<file path="config.mk">
export PLATFORM = sky130hd
export DESIGN_NAME = bb_pipe_flat
export DESIGN_NICKNAME = d
export VERILOG_FILES = /design/src/rtl/bb_pipe_pkg.sv /design/src/rtl/bb_pipe_if.sv /design/src/rtl/bb_pipe_stage.sv /design/src/rtl/bb_pipe.sv /design/src/flat_wrapper.sv
export SDC_FILE = /design/constraint.sdc
export NUM_CORES = 1
export LEC_CHECK = 0
export CORE_MARGIN = 5
export CORE_UTILIZATION = 60
export DETAILED_ROUTE_END_ITERATION = 16
export HOLD_SLACK_MARGIN = 0.08
export PLACE_DENSITY = 0.81
export SLEW_MARGIN = 20
export SYNTH_ARGS = -nofsm -noshare
export SYNTH_HDL_FRONTEND = slang
export SYNTH_HIERARCHICAL = 1
export SYNTH_SLANG_ARGS = --single-unit
export TNS_END_PERCENT = 100
</file>
<file path="constraint.sdc">
create_clock -name clk -period 7.9 [get_ports clk]
set_clock_uncertainty 0.1 [all_clocks]
set_input_delay 1.975 -clock clk [delete_from_list [all_inputs] [get_ports clk]]
set_output_delay 1.975 -clock clk [all_outputs]
set_load 0.02 [all_outputs]
</file>
<file path="src/rtl/bb_pipe_pkg.sv">
// rtl/bb_pipe_pkg.sv - mode type, widths and word transform shared by bb_pipe
package bb_pkg;

  localparam int MODE_W  = 2;
  localparam int COUNT_W = 16;
  localparam int MAX_W   = 64;

  typedef enum logic [MODE_W-1:0] {
    PASS = 2'd0,
    INV  = 2'd1,
    INC  = 2'd2,
    ACC  = 2'd3
  } mode_e;

  // Computed at MAX_W bits; truncating the result to a narrower WIDTH keeps
  // inversion, increment wrap and accumulate wrap exact for that width.
  function automatic logic [MAX_W-1:0] bb_transform(
    input mode_e            mode,
    input logic [MAX_W-1:0] din,
    input logic [MAX_W-1:0] acc
  );
    logic [MAX_W-1:0] r;
    case (mode)
      PASS:    r = din;
      INV:     r = ~din;
      INC:     r = din + MAX_W'(1);
      default: r = acc + din;
    endcase
    return r;
  endfunction

endpackage

</file>
<file path="src/rtl/bb_pipe_if.sv">
// rtl/bb_pipe_if.sv - stream, config and counter-read signals of bb_pipe
interface bb_pipe_if #(
  parameter int WIDTH    = 32,
  parameter int CHANNELS = 4
);
  import bb_pkg::*;

  localparam int CHAN_W = $clog2(CHANNELS);

  logic               io_in_valid;
  logic               io_in_ready;
  logic [WIDTH-1:0]   io_in_bits;
  logic [CHAN_W-1:0]  io_in_chan;
  logic               io_out_valid;
  logic               io_out_ready;
  logic [WIDTH-1:0]   io_out_bits;
  logic [CHAN_W-1:0]  io_out_chan;
  logic               io_cfg_we;
  logic [CHAN_W-1:0]  io_cfg_chan;
  logic [MODE_W-1:0]  io_cfg_mode;
  logic [CHAN_W-1:0]  io_cnt_chan;
  logic [COUNT_W-1:0] io_cnt;

  modport master (
    output io_in_valid, io_in_bits, io_in_chan, io_out_ready,
           io_cfg_we, io_cfg_chan, io_cfg_mode, io_cnt_chan,
    input  io_in_ready, io_out_valid, io_out_bits, io_out_chan, io_cnt
  );

  modport slave (
    input  io_in_valid, io_in_bits, io_in_chan, io_out_ready,
           io_cfg_we, io_cfg_chan, io_cfg_mode, io_cnt_chan,
    output io_in_ready, io_out_valid, io_out_bits, io_out_chan, io_cnt
  );

endinterface

</file>
<file path="src/rtl/bb_pipe_stage.sv">
// rtl/bb_pipe_stage.sv - one pipeline register (valid, bits, chan) of bb_pipe
module bb_stage #(
  parameter int WIDTH  = 32,
  parameter int CHAN_W = 2
) (
  input  logic              clk,
  input  logic              reset,
  input  logic              en,
  input  logic              in_valid,
  input  logic [WIDTH-1:0]  in_bits,
  input  logic [CHAN_W-1:0] in_chan,
  output logic              out_valid,
  output logic [WIDTH-1:0]  out_bits,
  output logic [CHAN_W-1:0] out_chan
);

  always_ff @(posedge clk) begin
    if (reset) begin
      out_valid <= 1'b0;
      out_bits  <= '0;
      out_chan  <= '0;
    end else if (en) begin
      out_valid <= in_valid;
      out_bits  <= in_bits;
      out_chan  <= in_chan;
    end
  end

endmodule

</file>
<file path="src/rtl/bb_pipe.sv">
// rtl/bb_pipe.sv - multi-channel transform pipeline with global stall and per-channel counters
// Define BB_RAND_INVALID_EN (non-synthesis builds) to drive random data while io_out_valid=0.
module bb_pipe
  import bb_pkg::*;
#(
  parameter int WIDTH    = 32,
  parameter int DEPTH    = 2,
  parameter int CHANNELS = 4
) (
  input logic     clk,
  input logic     reset,
  bb_pipe_if.slave bus
);

  localparam int CHAN_W = $clog2(CHANNELS);
  // Per-channel state is sized to every encodable tag so lookups never go out
  // of bounds; slots at or above CHANNELS are never written.
  localparam int NSLOT = 1 << CHAN_W;

  mode_e              mode_q [NSLOT];
  logic [WIDTH-1:0]   acc_q  [NSLOT];
  logic [COUNT_W-1:0] cnt_q  [NSLOT];

  logic [DEPTH:0]             st_valid;
  logic [DEPTH:0][WIDTH-1:0]  st_bits;
  logic [DEPTH:0][CHAN_W-1:0] st_chan;

  logic             advance;
  logic             accept;
  logic             in_ok;
  logic             cfg_ok;
  logic             cnt_ok;
  mode_e            in_mode;
  logic [WIDTH-1:0] in_acc;
  logic [WIDTH-1:0] xf_bits;

  assign in_ok  = {1'b0, bus.io_in_chan}  < (CHAN_W+1)'(CHANNELS);
  assign cfg_ok = {1'b0, bus.io_cfg_chan} < (CHAN_W+1)'(CHANNELS);
  assign cnt_ok = {1'b0, bus.io_cnt_chan} < (CHAN_W+1)'(CHANNELS);

  assign advance         = ~st_valid[DEPTH] | bus.io_out_ready;
  assign bus.io_in_ready = advance;
  assign accept          = bus.io_in_valid & advance;

  assign in_mode = in_ok ? mode_q[bus.io_in_chan] : PASS;
  assign in_acc  = in_ok ? acc_q[bus.io_in_chan]  : '0;
  assign xf_bits = WIDTH'(bb_transform(in_mode, MAX_W'(bus.io_in_bits), MAX_W'(in_acc)));

  assign st_valid[0] = bus.io_in_valid;
  assign st_bits[0]  = xf_bits;
  assign st_chan[0]  = bus.io_in_chan;

  for (genvar i = 0; i < DEPTH; i++) begin : g_stage
    bb_stage #(
      .WIDTH  (WIDTH),
      .CHAN_W (CHAN_W)
    ) u_stage (
      .clk       (clk),
      .reset     (reset),
      .en        (advance),
      .in_valid  (st_valid[i]),
      .in_bits   (st_bits[i]),
      .in_chan   (st_chan[i]),
      .out_valid (st_valid[i+1]),
      .out_bits  (st_bits[i+1]),
      .out_chan  (st_chan[i+1])
    );
  end

  // The config write is applied after the accumulate update so its clear wins.
  always_ff @(posedge clk) begin
    if (reset) begin
      for (int i = 0; i < NSLOT; i++) begin
        mode_q[i] <= PASS;
        acc_q[i]  <= '0;
        cnt_q[i]  <= '0;
      end
    end else begin
      if (accept && in_ok) begin
        if (cnt_q[bus.io_in_chan] != '1) begin
          cnt_q[bus.io_in_chan] <= cnt_q[bus.io_in_chan] + COUNT_W'(1);
        end
        if (in_mode == ACC) begin
          acc_q[bus.io_in_chan] <= xf_bits;
        end
      end
      if (bus.io_cfg_we && cfg_ok) begin
        mode_q[bus.io_cfg_chan] <= mode_e'(bus.io_cfg_mode);
        acc_q[bus.io_cfg_chan]  <= '0;
      end
    end
  end

  assign bus.io_cnt       = cnt_ok ? cnt_q[bus.io_cnt_chan] : '0;
  assign bus.io_out_valid = st_valid[DEPTH];
  assign bus.io_out_chan  = st_chan[DEPTH];

`ifdef BB_RAND_INVALID_EN
`ifndef SYNTHESIS
  assign bus.io_out_bits = st_valid[DEPTH] ? st_bits[DEPTH] : WIDTH'({1{$random}});
`else
  assign bus.io_out_bits = st_valid[DEPTH] ? st_bits[DEPTH] : '0;
`endif
`else
  assign bus.io_out_bits = st_valid[DEPTH] ? st_bits[DEPTH] : '0;
`endif

endmodule

</file>
<file path="src/flat_wrapper.sv">
// flat-port wrapper written by rule: the top's interface ports become plain ports
module bb_pipe_flat import bb_pkg::*;
#(
  parameter int WIDTH    = 32,
  parameter int DEPTH    = 2,
  parameter int CHANNELS = 4
)
  (clk, reset, bus_io_in_valid, bus_io_in_bits, bus_io_in_chan, bus_io_out_ready, bus_io_cfg_we, bus_io_cfg_chan, bus_io_cfg_mode, bus_io_cnt_chan, bus_io_in_ready, bus_io_out_valid, bus_io_out_bits, bus_io_out_chan, bus_io_cnt);
  bb_pipe_if #(.WIDTH(WIDTH), .CHANNELS(CHANNELS)) bus_i ();
  input logic clk;
  input logic reset;
  input wire logic [$bits(bus_i.io_in_valid)-1:0] bus_io_in_valid;
  input wire logic [$bits(bus_i.io_in_bits)-1:0] bus_io_in_bits;
  input wire logic [$bits(bus_i.io_in_chan)-1:0] bus_io_in_chan;
  input wire logic [$bits(bus_i.io_out_ready)-1:0] bus_io_out_ready;
  input wire logic [$bits(bus_i.io_cfg_we)-1:0] bus_io_cfg_we;
  input wire logic [$bits(bus_i.io_cfg_chan)-1:0] bus_io_cfg_chan;
  input wire logic [$bits(bus_i.io_cfg_mode)-1:0] bus_io_cfg_mode;
  input wire logic [$bits(bus_i.io_cnt_chan)-1:0] bus_io_cnt_chan;
  output wire logic [$bits(bus_i.io_in_ready)-1:0] bus_io_in_ready;
  output wire logic [$bits(bus_i.io_out_valid)-1:0] bus_io_out_valid;
  output wire logic [$bits(bus_i.io_out_bits)-1:0] bus_io_out_bits;
  output wire logic [$bits(bus_i.io_out_chan)-1:0] bus_io_out_chan;
  output wire logic [$bits(bus_i.io_cnt)-1:0] bus_io_cnt;
  assign bus_i.io_in_valid = bus_io_in_valid;
  assign bus_i.io_in_bits = bus_io_in_bits;
  assign bus_i.io_in_chan = bus_io_in_chan;
  assign bus_i.io_out_ready = bus_io_out_ready;
  assign bus_i.io_cfg_we = bus_io_cfg_we;
  assign bus_i.io_cfg_chan = bus_io_cfg_chan;
  assign bus_i.io_cfg_mode = bus_io_cfg_mode;
  assign bus_i.io_cnt_chan = bus_io_cnt_chan;
  assign bus_io_in_ready = bus_i.io_in_ready;
  assign bus_io_out_valid = bus_i.io_out_valid;
  assign bus_io_out_bits = bus_i.io_out_bits;
  assign bus_io_out_chan = bus_i.io_out_chan;
  assign bus_io_cnt = bus_i.io_cnt;
  bb_pipe #(.WIDTH(WIDTH), .DEPTH(DEPTH), .CHANNELS(CHANNELS)) u_core (.clk(clk), .reset(reset), .bus(bus_i));
endmodule
</file>
[After elaboration in Yosys (flattened, before gate mapping)]
Memory sizes are Yosys's and may differ from the RTL's.
Index checks and enable logic that the tools add are counted.
Operators by class
  add/subtract/negate cells: 3
  equality and inequality tests: 4
  mux-type cells: 27
  bitwise logic cells: 4
  reductions and logical operators: 5
Operator list (number)
  32-bit 2-to-1 mux: 3
  32-bit case mux with 3 select lines: 1
  32-bit OR reduction: 2
  32-bit by 1-bit adder with 32-bit output (second input constant): 1
  32-bit adder: 1
  32-bit inverter: 1
  1-bit 2-to-1 mux: 17
  16-bit by 1-bit adder with 16-bit output (second input constant): 1
  16-bit 2-to-1 mux: 1
  16-bit inequality test (second input constant): 1
  16-bit OR reduction: 1
  2-bit 2-to-1 mux: 5
  2-bit == test (second input constant): 2
  2-bit by 1-bit == test with 1-bit output (second input constant): 1
  2-bit logical NOT: 1
  2-bit OR reduction: 1
  1-bit bitwise AND: 1
  1-bit inverter: 1
  1-bit bitwise OR: 1
Storage, ports and cells
  register bits: 70
  RAM bits: 200
  input port bits: 45
  output and inout port bits: 52
  logic and storage cells: 52
  memories: 3
Memories
  u_core.acc_q: depth 4, bits a word 32, read ports 1, clocked after Yosys merged registers in 0, write ports 4, line bb_pipe.sv:21  | logic [WIDTH-1:0] acc_q [NSLOT];
  u_core.cnt_q: depth 4, bits a word 16, read ports 2, clocked after Yosys merged registers in 0, write ports 4, line bb_pipe.sv:22  | logic [COUNT_W-1:0] cnt_q [NSLOT];
  u_core.mode_q: depth 4, bits a word 2, read ports 1, clocked after Yosys merged registers in 0, write ports 4, line bb_pipe.sv:20  | mode_e mode_q [NSLOT];

[Depth between registers and ports, before layout]
  depth after elaboration: 8
  depth in mapped cells: 20
  mapped depth without buffers: 16

[Modules after synthesis]
Netlist, hierarchy kept.
By module, submodules not included
  bb_pipe: times used 1, cells each 1303, area each 12044.1 µm², seq. area each 4724.5 µm²
  bb_stage: times used 2, cells each 113, area each 1272.5 µm², seq. area each 700.7 µm²

[Worst setup path after synthesis]
Ideal clock, no wire load.
  path type: input port to flip-flop
  start: in bus_io_in_chan[0]
  end: reg u_core.g_stage[0].u_stage.out_bits[28]
  setup time: 0.117 ns
  arrival time: 6.613 ns
  required time: 7.683 ns
  slack: 1.069 ns
  stages: 20
  buffers on the path: 5
  path through: buf_6 -> buf_12 -> buf_2 -> clkbuf_1 -> buf_1 -> mux4_2 -> or2_2 -> ha_1 -> fa_1 -> a21o_1 -> a221o_1 -> a21oi_1 -> o221ai_1 -> nand2b_1 -> a31oi_1 -> nor2b_1 -> o41ai_1 -> a21oi_1 -> mux2i_1 -> nor2_1
RTL lines
  from (decl): line flat_wrapper.sv:14  | input wire logic [$bits(bus_i.io_in_chan)-1:0] bus_io_in_chan;
  to (signal assigned): line bb_pipe_stage.sv:24  | out_bits <= in_bits;
  to (decl): line bb_pipe_stage.sv:13  | output logic [WIDTH-1:0] out_bits,

==> impl_metrics.json <==
{
  "grt_max_degree": 76,
  "cts_buffers": 27,
  "async_flop_share_pct": 0,
  "core_um2": 24100,
  "dpl_worst_slack_ns": 1.18,
  "first_global_vias": 11700,
  "final_net_count": 1634,
  "cts_sinks": 270,
  "synth_most_common_cell": "nor2_1",
  "slew_headroom_pct": 26.3,
  "cts_root_buf": "clkbuf_16",
  "min_path_type": "reg2reg",
  "drt-vias-per-instance": 6.16,
  "ys_seq_area_share_pct": 42.0,
  "final_layout_size_suffix_gt1_share_pct": 11.0,
  "status": "completed",
  "max_freq_ghz": 0.160,
  "setup_viol": 0,
  "dr.pass1.iters": 5,
  "crit_chain": "buf_4 > mux4_2 > nor2b_2 > or2_2 > ha_1 > fa_1 > a21o_1 > a221o_1 > a21oi_1 > o221ai_1 > nand2b_1 > a31oi_1 > nor2b_1 > o41ai_1 > a21oi_1 > mux2i_1 > nor2_1",
  "die_w_um": 166,
  "worstMarginPinSlew_ns": 1.10,
  "ctsHoldBuffers": 0,
  "cts_tree": "built",
  "cp-start-kind": "input port",
  "seqCellArea_um2": 6130,
  "area_growth_pct": 12.6,
  "dpl.cell_count": 1851,
  "grt_usage_pct": 27.2,
  "ys_types": 63,
  "drtAntennaViolNets": 0,
  "p_leak_nw": 7.12,
  "start_util_pct": 60.5,
  "hpwl_mm": 24.6,
  "maxCapViolations": 0,
  "fin_ws_ns": 1.64,
  "multiInputGateArea_um2": 7780,
  "end_kind": "register",
  "grt_busiest_layer": "met2",
  "yosysWarnings": 6,
  "io_pins": 97,
  "yosysTopAreaCell": "dfxtp_1",
  "io_buffer_count": 96,
  "h-tree-depth": 1,
  "syn_nets": 1607,
  "rows": 57,
  "synth_top_area_share_pct": 27.2,
  "grtUsageMet3_pct": 3.98,
  "cp_max_fo": 17,
  "dpl_cell_area_um2": 15500,
  "final_cells": 1901,
  "period_share_pct": 79.2,
  "fin_tns_setup_ns": 0,
  "grt_overflow_total": 0,
  "stdcell_area_um2": 16400,
  "dieHeight_um": 166,
  "crit_slowest_cell": "mux4_2",
  "grt_pass1_wl_mm": 62.1,
  "use_met2_pct": 46.2,
  "arrival_ns": 6.57,
  "syn-cell-area_um2": 14600,
  "cts.clk_slew.worst_paths_ns": 0.06,
  "synthFlopType": "dfxtp_1",
  "synth_edf_count": 72,
  "clock_path_buffers": 3,
  "drt_iter0_drc": 1105,
  "fillers": 1877,
  "rsz0062_at_grt": "no",
  "fp.dieArea_um2": 27500,
  "peakVddDrop_mv": 0.160,
  "report.final.slew_viol_count": 0,
  "cpPeakStageDelay_ns": 0.57,
  "wl_per_cell_um": 20.2,
  "synthCells": 1529,
  "fin_crit_ns": 6.26,
  "drt-total-wl_mm": 38.4,
  "ys_ff_latch": 270,
  "vias": 11700,
  "post_cts_buffers": 0,
  "antenna_found_initial": 1,
  "hold_viol": 0,
  "syn_area_per_cell_um2": 9.54,
  "powerDensity_nw_per_um2": 211,
  "cp_data_required_time_ns": 8.21,
  "synth_common_cells": "284 x nor2_1, 198 x dfxtp_1, 136 x a21oi_1, 84 x clkbuf_1, 80 x and3_1",
  "synth_area_leaders": "dfxtp_1 27%, edfxtp_1 15%, mux4_2 10%",
  "grt_use_met1_pct": 35.8,
  "cts_resized": 0,
  "clock_latency_ns": 0.53,
  "gp_congestion": 0.971,
  "crit_type": "in2reg",
  "drc": 0,
  "crit_path_frequent_cell": "a21oi_1"
}
placed cells by master (no fill, tap or decap), types with 26 or more instances in the layout:
cell             count
and3_1              80
nor2_1             283
xnor2_1             40
dfxtp_1            197
nor2b_1             38
and2_1              39
xor2_1              34
mux2i_1             72
edfxtp_1            72
a21oi_1            136
ha_1                32
o21ai_0             26
nand2_1             59
nor3_1              59
nand3_1             26
mux4_2              65
buf_4               26
clkbuf_16           27
clkdlybuf4s50_1     92
per-layer routing:
metal	up-vias	routed length [um]
li1	5461	-
met2	570	18700
met1	5592	15300
met4	0	1330
met3	82	3040
met5	-	0
through the flow:
step,total power [W],utilization (%),hold WS (ns)
after floorplan,0.00198,-,0.340
after global routing,0.00360,68.1,0.389
after global placement,0.00214,64.3,0.352
final,0.00346,68.1,0.372
after CTS,0.00347,68.1,0.373
after detailed placement,0.00216,64.3,0.364
path summary, 6_finish.rpt:
check | slack, ns | from | depth (start not counted) | to
setup / recovery | 1.64 | bus_io_in_chan[0] | 17 | u_core/g_stage[0].u_stage/out_bits[28]
hold / removal | 0.37 | u_core/acc_q[1][28] | 2 | u_core/acc_q[1][28]
setup reg to reg | 3.07 | u_core/mode_q[1][1] | 16 | u_core/g_stage[0].u_stage/out_bits[28]
hold reg to reg | 0.37 | u_core/acc_q[1][28] | 2 | u_core/acc_q[1][28]
where the power goes:
group          internal [W]  total, W  switching, W
clock              0.000797   0.00133      0.000529
combinational      0.000230  0.000584      0.000354
sequential          0.00151   0.00155     0.0000476
total               0.00253   0.00346      0.000931
state kept, by name (all words and copies together) (netlist names):
signal and count:
u_core/acc_q 128, u_core/cnt_q 64, u_core/g_stage.u_stage/out_bits 64, u_core/mode_q 8
u_core/g_stage.u_stage/out_chan 4, u_core/g_stage.u_stage/out_valid 2
cells by family after synthesis:
kind of cell / after synthesis / share of synthesized area [%]
adder cells (fa/ha/maj): 33 / 2.88
AND/OR/NAND/NOR: 636 / 21.1
flip-flops: 270 / 42.0
XOR/XNOR: 74 / 4.44
multiplexers: 139 / 15.1
buffers and inverters: 140 / 4.93
AO/OA/AOI/OAI: 237 / 9.56
critical path: cells and delay by family:
family | cells | cell delay (ns)
compound gates | 7 | 2.01
buf+inv | 1 | 0.29
simple gates | 5 | 0.91
fa+ha+maj | 2 | 0.62
mux | 2 | 0.74
cell type report:
| cell class | count | share of cell area (%) |
|---|---|---|
| inverter | 18 | 0.411 |
| antenna | 1 | 0.0152 |
| clock buffer | 37 | 4.60 |
| sequential | 270 | 37.3 |
| tap | 324 | 2.47 |
| multi-input combinational | 1119 | 47.3 |
| timing repair buffer | 120 | 6.86 |
| clock inverter | 12 | 0.990 |
Power figures use the tool's default switching activity.
